--- src/rtl/and22_sweep_checker_pkg.sv ---
// and22_sweep_checker_pkg
// Shared definitions for the and22 sweep checker:
//   - FSM state encoding (IDLE=0, RUN=1, DONE=2)
//   - default operand width and hold length
//   - helper that sizes the hold counter so HOLD=1 still gets a 1-bit counter
package and22_sweep_checker_pkg;

    localparam int DEF_WIDTH = 2;
    localparam int DEF_HOLD  = 10;

    typedef enum logic [1:0] {
        ST_IDLE = 2'd0,
        ST_RUN  = 2'd1,
        ST_DONE = 2'd2
    } state_t;

    // Bits needed to count 0..hold-1; never less than one bit.
    function automatic int hold_bits(input int hold);
        return (hold > 1) ? $clog2(hold) : 1;
    endfunction

endpackage

--- src/rtl/and22_sweep_checker_hold_counter.sv ---
// sweep_hold_counter
// Owns the vector index and the per-vector hold counter of a sweep.
// Ports:
//   i_clk, i_rst  : clock, asynchronous active-high reset
//   i_clear       : restart the sweep at vector 0, hold count 0
//   i_enable      : advance the hold counter this cycle (high while running)
//   o_vec         : current {a,b} vector index
//   o_sample      : high in the last cycle of the current hold window
//   o_last        : current vector is the terminal one (all ones)
module sweep_hold_counter
    import and22_sweep_checker_pkg::*;
#(
    parameter int WIDTH = DEF_WIDTH,
    parameter int HOLD  = DEF_HOLD
) (
    input  logic               i_clk,
    input  logic               i_rst,
    input  logic               i_clear,
    input  logic               i_enable,
    output logic [2*WIDTH-1:0] o_vec,
    output logic               o_sample,
    output logic               o_last
);

    localparam int VW = 2 * WIDTH;
    localparam int HW = hold_bits(HOLD);
    localparam logic [HW-1:0] HOLD_LAST = HW'(HOLD - 1);

    logic [HW-1:0] r_hold_cnt;
    logic [VW-1:0] r_vec;
    logic          w_sample;
    logic          w_last;

    assign w_sample = i_enable && (r_hold_cnt == HOLD_LAST);
    assign w_last   = &r_vec;

    always_ff @(posedge i_clk or posedge i_rst) begin
        if (i_rst) begin
            r_hold_cnt <= '0;
            r_vec      <= '0;
        end else if (i_clear) begin
            r_hold_cnt <= '0;
            r_vec      <= '0;
        end else if (i_enable) begin
            if (w_sample) begin
                r_hold_cnt <= '0;
                // The terminal vector ends the sweep, so the index never wraps.
                if (!w_last) begin
                    r_vec <= r_vec + VW'(1);
                end
            end else begin
                r_hold_cnt <= r_hold_cnt + HW'(1);
            end
        end
    end

    assign o_vec    = r_vec;
    assign o_sample = w_sample;
    assign o_last   = w_last;

endmodule

--- config.mk ---
export PLATFORM = sky130hd
export DESIGN_NAME = sweep_hold_counter
export DESIGN_NICKNAME = d
export VERILOG_FILES = /design/src/rtl/and22_sweep_checker_pkg.sv /design/src/rtl/and22_sweep_checker_hold_counter.sv
export SDC_FILE = /design/constraint.sdc
export NUM_CORES = 1
export LEC_CHECK = 0
export ABC_CLOCK_PERIOD_IN_PS = 2200
export CORE_MARGIN = 2
export CORE_UTILIZATION = 28
export DETAILED_ROUTE_END_ITERATION = 6
export GPL_TIMING_DRIVEN = 0
export PLACE_DENSITY = 0.6
export SYNTH_ARGS = -nofsm -noshare
export SYNTH_HDL_FRONTEND = slang
export SYNTH_SLANG_ARGS = --single-unit
--- constraint.sdc ---
create_clock -name i_clk -period 2.2 [get_ports i_clk]
set_clock_uncertainty 0.2 [all_clocks]
set_input_delay 0.44 -clock i_clk [delete_from_list [all_inputs] [get_ports i_clk]]
set_output_delay 0.44 -clock i_clk [all_outputs]
set_load 0.01 [all_outputs]
==> flow_summary.ini, run 1 <==
[worst_setup_path]
crit_type = reg2out
crit_path_max_incr_delay_ns = 0.41
crit_chain = ha_1, and3_2, dlygate4sd2_1
reg2reg_slack_ns = 0.48
start_kind = flop
crit_slowest_cell = dfrtp_1
end_kind = primary output
worstPathMaxFanout = 6
cp.required_ns = 1.56
arrival_ns = 1.44

[hold_path]
hold_path.class = in2async

[synth]
synth_top_area_share_pct = 43.0
yosys_warnings = 0
yosysUniqueCellTypes = 21
avgSynthCellArea_um2 = 9.70
ys_ff_latch = 8
synthTopCellsByArea = dfrtp_1, ha_1, a21oi_1
netlist_area_um2 = 465
synthesis.nets = 55
postSynthCellCount = 48
yosysSeqAreaShare_pct = 43.0
yosysTopAreaCell = dfrtp_1

[sta]
max_slew.worst_pin.slew_ns = 0.329
setup_viol = 0
rsz0062_at_grt = false
max_freq_ghz = 0.481
slew_viol_final = 0
post-route-period-util_pct = 94.4
hold_ws_ns = 0.228
period_needed_ns = 2.08
finalHoldViolCount = 0
relSlewSlack_pct = 78.1
setup_slack_ns = 0.122
finalSetupTns_ns = 0

[clock_network]
clockRootBuffer = clkbuf_4
path_clk_slew_ns = 0.06
clk_latency_ns = 0.25
cts_tree = built
h-tree-depth = 1
clock_sinks = 8
cts_buffer_depth = 2
cts_inserted_buffers = 3

[global_routing]
grt_pass1_wl_um = 1500
antenna_found_initial = 0
grt_usage_pct = 11.1
first_global_vias = 329
grt-ovfl-total = 0
grt_max_degree = 9

[place]
dpl_worst_slack_ns = 0.0450
dpl.cell_count = 71
port_buffers = 7
placed_area_um2 = 556
gp_congestion = 0.721

[finish]
drive_gt1_share_pct = 15.5
stdcell_count = 74
postLayoutCellArea_um2 = 583
final_nets = 67
fill_cells = 162
final_common_cell = dfrtp_1
areaGrowthSynthToFinish_pct = 25.3
final_cell_mix = dfrtp_1, a21oi_1, clkdlybuf4s50_1, o21ai_0
diodes = 0

[floorplan]
die-area_mm2 = 0.00200
dieWidth_um = 44.8
num_rows = 14
pin_count = 10
start_util_pct = 30.5
die_h_um = 44.8
core_region_area_mm2 = 0.00152

[detailed_routing]
detail-route-antenna-nets = 0
drc_errors = 0
drt_pre_antenna_iters = 3
vias_per_cell = 4.99
vias = 369
drt_wl_total_um = 917
dr.first_iter.drc_count = 1
wl_per_cell_um = 12.4

[flow_run]
max_cap_viol_count = 0

[pwr]
vdd_drop_max_mv = 0.192
powerDensity_mw_per_mm2 = 503
p_leak_nw = 0.273

[run_status]
status = complete, no violations
==> path summary, 6_finish.rpt <==
kind                                                 from                        end  depth (start not counted)
worst min-delay path                                i_rst       o_vec[2]$_DFFE_PP0P_                          2
min in group i_clk                               i_enable  r_hold_cnt[0]$_DFFE_PP0P_                          3
worst min register to register       o_vec[0]$_DFFE_PP0P_       o_vec[0]$_DFFE_PP0P_                          2
worst max-delay path                 o_vec[0]$_DFFE_PP0P_                     o_last                          3
max in group asynchronous                           i_rst  r_hold_cnt[1]$_DFFE_PP0P_                          2
worst max register to register  r_hold_cnt[1]$_DFFE_PP0P_       o_vec[0]$_DFFE_PP0P_                          6
==> Yosys cell counts (all sizes together) <==
cell,number
a21boi,1
nand3b,3
ha,3
a21oi,7
nand3,1
o31ai,1
nand4b,1
xor2,1
inv,3
nand2,3
nand2b,2
buf,2
or3,2
and4b,1
nor3,3
o21ai,4
dfrtp,8
and3,1
clkbuf,1
==> flip-flops by register name (all words and copies together) (netlist names) <==
register / cells
o_vec: 4
r_hold_cnt: 4
==> logic make-up (layout without fill, tap and decap cells) <==
family	count (synthesis)	after routing	share of synthesized area, %
AO/OA/AOI/OAI	13	13	15.1
XOR/XNOR	1	1	1.88
buffers and inverters	6	16	6.45
flip-flops	8	8	43.0
AND/OR/NAND/NOR	17	17	25.5
adder cells (fa/ha/maj)	3	3	8.07
==> what timing repair did <==
item                                    in CTS  in global routing
hold buffers                                 0                  0
setup buffers                                1                  0
gates resized for setup                      4                  0
endpoints found under the setup margin       2                  0
==> where the power goes <==
part | total [W] | internal [W] | switching [W]
Sequential | 0.000153 | 0.000150 | 0.00000349
Clock | 0.000118 | 0.0000628 | 0.0000553
Combinational | 0.0000219 | 0.0000102 | 0.0000116
Total | 0.000293 | 0.000223 | 0.0000704
==> critical path: cells and delay by family, from the launching register on <==
family                   cells  cell delay, ns
AND/OR/NAND/NOR              1            0.25
adder cells (fa/ha/maj)      1            0.23
flip-flops                   1            0.41
buffers and inverters        1            0.29
==> metrics by stage <==
stage | util, % | power (W)
2_1_floorplan | - | 0.000172
3_5_place_dp | 36.5 | 0.000177
4_1_cts | 38.3 | 0.000298
3_3_place_gp | 36.5 | 0.000177
6_report | 38.3 | 0.000293
5_1_grt | 38.3 | 0.000309
==> metal layers <==
layer,GRT usage (%),wire [um]
met5,0,0
met4,12.4,19
met3,2.40,19
met2,14.8,452
met1,13.7,425
==> area by class of cell <==
cell class | count | area (um^2) | share of cell area [%]
inverters | 3 | 11.3 | 1.93
multi-input cells | 34 | 239 | 41.0
clock buffers | 3 | 22.5 | 3.86
plain buffers | 2 | 15.0 | 2.58
repair buffers | 8 | 75.1 | 12.9
well taps | 16 | 20.0 | 3.43
flip-flops and latches | 8 | 200 | 34.3
Power figures use the tool's default switching activity.
==> run 2: changes to the inputs <==
--- a/config.mk
+++ b/config.mk
@@ -6,11 +6,10 @@
 export NUM_CORES = 1
 export LEC_CHECK = 0
 export ABC_CLOCK_PERIOD_IN_PS = 2200
-export CORE_MARGIN = 2
-export CORE_UTILIZATION = 28
+export CORE_UTILIZATION = 30
 export DETAILED_ROUTE_END_ITERATION = 6
 export GPL_TIMING_DRIVEN = 0
-export PLACE_DENSITY = 0.6
+export PLACE_DENSITY = 0.63
 export SYNTH_ARGS = -nofsm -noshare
 export SYNTH_HDL_FRONTEND = slang
 export SYNTH_SLANG_ARGS = --single-unit
==> run 2 against run 1 <==
  * Global-route usage increased by 2.1 points
  * Via count increased by 3.5%
  * Routed wire length rose by 4.5%
  * First-iteration DRC count increased to 4.0 times the previous value
  * Fmax decreased by 1.2%
  * Sequential share of layout area is 1.2 points lower
  * Largest cell class unchanged
  * Worst hold slack worse by 0.00054 ns
  * Utilization grew 6.0 points
  * Die area shrank 15%
  * Cell count is 2.7% higher
  * Non-clock buffer count grew 3
  * Critical path type unchanged
  * Largest power group unchanged
==> flow_summary.ini, run 2 (synthesized netlist as in run 1, its figures left out) <==
[run_status]
status = complete, no violations

[clock_network]
clk_latency_ns = 0.25
h-tree-depth = 1
clock_sinks = 8
path_clk_slew_ns = 0.05
cts_buffer_depth = 2
cts_tree = built
clockRootBuffer = clkbuf_4
cts_inserted_buffers = 3
cts_hold_buf = 0

[worst_setup_path]
reg2reg_to = o_vec[3]$_DFFE_PP0P_
start_kind = flop
reg2reg_slack_ns = 0.45
cp.required_ns = 1.56
r2r_start = r_hold_cnt[1]$_DFFE_PP0P_
end_kind = primary output
rr_worst_depth = 6
arrival_ns = 1.46
crit_type = reg2out
worstPathMaxFanout = 7

[global_routing]
antenna_found_initial = 0
grt_usage_pct = 13.1
first_global_vias = 319
grt-ovfl-total = 0
met1_usage_pct = 16.7
grt_pass1_wl_um = 1390
grt-busiest-layer = met2
grtUsageMet3_pct = 7.98
grt_max_degree = 10
met2_usage_pct = 19.1

[floorplan]
pin_count = 10
start_util_pct = 34.1
core_region_area_mm2 = 0.00137
die-area_mm2 = 0.00171
die_h_um = 41.4
dieWidth_um = 41.4
num_rows = 13

[sta]
period_needed_ns = 2.10
setup_viol = 0
finalSetupTns_ns = 0
slew_viol_final = 0
max_slew.worst_pin.slew_ns = 0.361
max_freq_ghz = 0.476
post-route-period-util_pct = 95.6
relSlewSlack_pct = 75.9
rsz0062_at_grt = false
finalHoldViolCount = 0

[detailed_routing]
drc_errors = 0
dr.first_iter.drc_count = 4
drt_wl_total_um = 958
detail-route-antenna-nets = 0
drt_pre_antenna_iters = 4
vias_per_cell = 5.03
wl_per_cell_um = 12.6
vias = 382

[finish]
final_common_cell = dfrtp_1
diodes = 0
final_nets = 70
drive_gt1_share_pct = 19.7
areaGrowthSynthToFinish_pct = 29.8
final_cell_mix = dfrtp_1, a21oi_1, clkdlybuf4s50_1, o21ai_0, buf_4

[pwr]
p_leak_nw = 0.287
p_total_w = 0.000287
powerDensity_mw_per_mm2 = 476
vdd_drop_max_mv = 0.330

[place]
port_buffers = 7
hpwlAfterDp_um = 602
gp_congestion = 0.631

[flow_run]
max_cap_viol_count = 0

[hold_path]
hold_path.class = in2async
-- run 2: cell types whose count changed in the layout (fill, tap and decap cells not counted), sizes merged --
| cell | before | now |
|---|---|---|
| buf | 3 | 6 |
-- run 2: routing by layer --
metal	part of all wire, %	wire, um
met2	51	490
met3	4.3	41
met5	0	0
met1	44	425
met4	0	0
-- run 2: how the worst max path moves through the flow --
| stage | cells past startpoint | startpoint | endpoint | slack [ns] |
|---|---|---|---|---|
| finish | 5 | r_hold_cnt[1]$_DFFE_PP0P_ | o_sample | 0.1 |
| floorplan | 5 | o_vec[0]$_DFFE_PP0P_ | o_vec[0]$_DFFE_PP0P_ | 0.51 |
| global placement | 5 | r_hold_cnt[1]$_DFFE_PP0P_ | o_sample | 0.06 |
| CTS | 5 | r_hold_cnt[1]$_DFFE_PP0P_ | o_sample | 0.05 |
| detailed placement | 5 | r_hold_cnt[1]$_DFFE_PP0P_ | o_sample | 0.06 |
| global route | 5 | r_hold_cnt[1]$_DFFE_PP0P_ | o_sample | 0.004 |
-- run 2: what timing repair did --
action                                  in CTS  in global routing
gates resized for setup                      3                  1
setup buffers                                0                  4
pin swaps                                    0                  1
endpoints found under the setup margin       2                  1
-- run 2: final cells by class --
| class | instances | area, um^2 |
|---|---|---|
| Fill cell | 138 | 762 |
| Multi-Input combinational cell | 34 | 239 |
| Sequential cell | 8 | 200 |
| Timing Repair Buffer | 11 | 97.6 |
| Clock buffer | 3 | 22.5 |
| Tap cell | 15 | 18.8 |
| Buffer | 2 | 15.0 |
| Inverter | 3 | 11.3 |
-- run 2: worst max-delay path: stages (launching register included) --
cell	delay (ns)
dfrtp_1	0.42
inv_1	0.07
ha_2	0.19
nand4b_4	0.15
inv_2	0.12
dlygate4sd2_1	0.27
-- run 2: metrics by stage --
step	hold slack, ns	setup slack (ns)	cell area (um^2)	std cells	util [%]
after floorplan	0.0557	0.509	465	48	-
after detailed placement	0.382	0.0593	554	70	40.6
after global routing	0.263	0.00396	604	76	44.2
final	0.227	0.0971	604	76	44.2
after global placement	0.380	0.0631	554	70	40.6
after CTS	0.241	0.0472	572	72	41.8
-- run 2: report_power, final --
| group | internal, W | leakage [nW] | total (W) | switching, W |
|---|---|---|---|---|
| logic | 0.0000114 | 0.162 | 0.0000233 | 0.0000119 |
| clock network | 0.0000623 | 0.0138 | 0.000110 | 0.0000480 |
| registers | 0.000150 | 0.110 | 0.000154 | 0.00000377 |
==> run 3: changes to the inputs <==
--- a/config.mk
+++ b/config.mk
@@ -6,9 +6,10 @@
 export NUM_CORES = 1
 export LEC_CHECK = 0
 export ABC_CLOCK_PERIOD_IN_PS = 2200
+export CORE_MARGIN = 2
 export CORE_UTILIZATION = 30
+export CTS_CLUSTER_SIZE = 14
 export DETAILED_ROUTE_END_ITERATION = 6
-export GPL_TIMING_DRIVEN = 0
 export PLACE_DENSITY = 0.63
 export SYNTH_ARGS = -nofsm -noshare
 export SYNTH_HDL_FRONTEND = slang
==> run 3 against run 2 <==
  * Clock power about the same
  * Critical path depth shrank 2
  * Register-to-register slack worse by 0.02 ns
  * Critical path type unchanged
  * Die area increased by 9.9%
  * Cell area grew 1.9%
  * Routed wire length grew 4.1%
  * Clock-buffer cell count stayed put
==> flow_summary.ini, run 3 (synthesized netlist as in run 1, its figures left out) <==
[sta]
period_needed_ns = 2.08
setup_viol = 0
relSlewSlack_pct = 79.1
finalHoldViolCount = 0
post-route-period-util_pct = 94.5
rsz0062_at_grt = false
slew_viol_final = 0
finalSetupTns_ns = 0
max_slew.worst_pin.slew_ns = 0.314
max_freq_ghz = 0.481
hold_ws_ns = 0.240

[clock_network]
path_clk_slew_ns = 0.05
clk_latency_ns = 0.25
cts_hold_buf = 0
clockRootBuffer = clkbuf_4
h-tree-depth = 1
cts_inserted_buffers = 3
clock_sinks = 8
cts_buffer_depth = 2
cts_tree = built

[worst_setup_path]
arrival_ns = 1.44
r2r_start = r_hold_cnt[1]$_DFFE_PP0P_
cp.required_ns = 1.56
crit_type = reg2out
end_kind = primary output
worstPathMaxFanout = 6
crit_chain = ha_1, and3_2, dlygate4sd2_1
reg2reg_slack_ns = 0.43
crit_end = o_last
crit_path_max_incr_delay_ns = 0.41
setup.worst_path.start = o_vec[1]$_DFFE_PP0P_
reg2reg_to = o_vec[0]$_DFFE_PP0P_
crit_slowest_cell = dfrtp_1
start_kind = flop
rr_worst_depth = 6

[global_routing]
first_global_vias = 417
grt_usage_pct = 12.8
antenna_found_initial = 0
grt_pass1_wl_um = 1800
grt-ovfl-total = 0
grt_max_degree = 9

[place]
gp_congestion = 0.703
hpwlAfterDp_um = 707
placed_area_um2 = 587
port_buffers = 9

[pwr]
p_leak_nw = 0.313
powerDensity_mw_per_mm2 = 471
vdd_drop_max_mv = 0.259

[floorplan]
die_h_um = 43.4
core_region_area_mm2 = 0.00147
die-area_mm2 = 0.00188
start_util_pct = 31.6
pin_count = 10
dieWidth_um = 43.4
num_rows = 14

[detailed_routing]
dr.first_iter.drc_count = 11
wl_per_cell_um = 12.8
drt_pre_antenna_iters = 4
drt_wl_total_um = 997
detail-route-antenna-nets = 0
vias = 399
vias_per_cell = 5.12
drc_errors = 0

[flow_run]
max_cap_viol_count = 0

[finish]
drive_gt1_share_pct = 17.7
final_util_pct = 41.8
areaGrowthSynthToFinish_pct = 32.3
multi_input_comb_area_um2 = 236
diodes = 0
final_nets = 71
postLayoutCellArea_um2 = 616
final_cell_mix = dfrtp_1, a21oi_1, clkdlybuf4s50_1, buf_4, o21ai_0
fill_cells = 155
regArea_um2 = 200
final_common_cell = dfrtp_1

[run_status]
status = complete, no violations

[hold_path]
hold_path.class = in2async
run 3: worst min-delay path by stage:
stage / start / endpoint
finish: i_rst / r_hold_cnt[2]$_DFFE_PP0P_
global route: i_rst / r_hold_cnt[2]$_DFFE_PP0P_
CTS: i_rst / r_hold_cnt[2]$_DFFE_PP0P_
detailed placement: o_vec[3]$_DFFE_PP0P_ / o_vec[3]$_DFFE_PP0P_
global placement: o_vec[3]$_DFFE_PP0P_ / o_vec[3]$_DFFE_PP0P_
floorplan: i_rst / o_vec[0]$_DFFE_PP0P_
run 3: metrics by stage:
step / power [W] / worst slack [ns] / std cells
3_5_place_dp: 0.000182 / -0.109 / 74
6_report: 0.000290 / 0.122 / 78
5_1_grt: 0.000308 / 0.0721 / 78
2_1_floorplan: 0.000172 / 0.509 / 48
4_1_cts: 0.000294 / 0.119 / 78
3_3_place_gp: 0.000182 / -0.119 / 74
run 3: area by class of cell:
class / instances / area share, %
Clock buffer: 3 / 3.66
Tap cell: 16 / 3.25
Inverter: 3 / 1.83
Multi-Input combinational cell: 34 / 38.4
Timing Repair Buffer: 14 / 20.3
Sequential cell: 8 / 32.5
run 3: layer usage:
metal / track usage [%] / wire, um
met5: 0 / 0
met4: 5.45 / 15
met3: 1.67 / 39
met2: 21.8 / 457
met1: 16.4 / 484
run 3: where the power goes:
group | internal (W) | switching [W]
Combinational | 0.0000134 | 0.0000135
Clock | 0.0000623 | 0.0000478
Sequential | 0.000150 | 0.00000271
run 3: repair_timing:
action | CTS | global route
endpoints found under the setup margin | 2 | 0
gates resized for setup | 3 | 0
buffers inserted | 1 | 0
run 3: critical path, delay by kind of cell, from the launching register on:
kind	cells	cell delay [ns]
simple gates	1	0.26
fa+ha+maj	1	0.22
flops	1	0.41
buf+inv	1	0.29
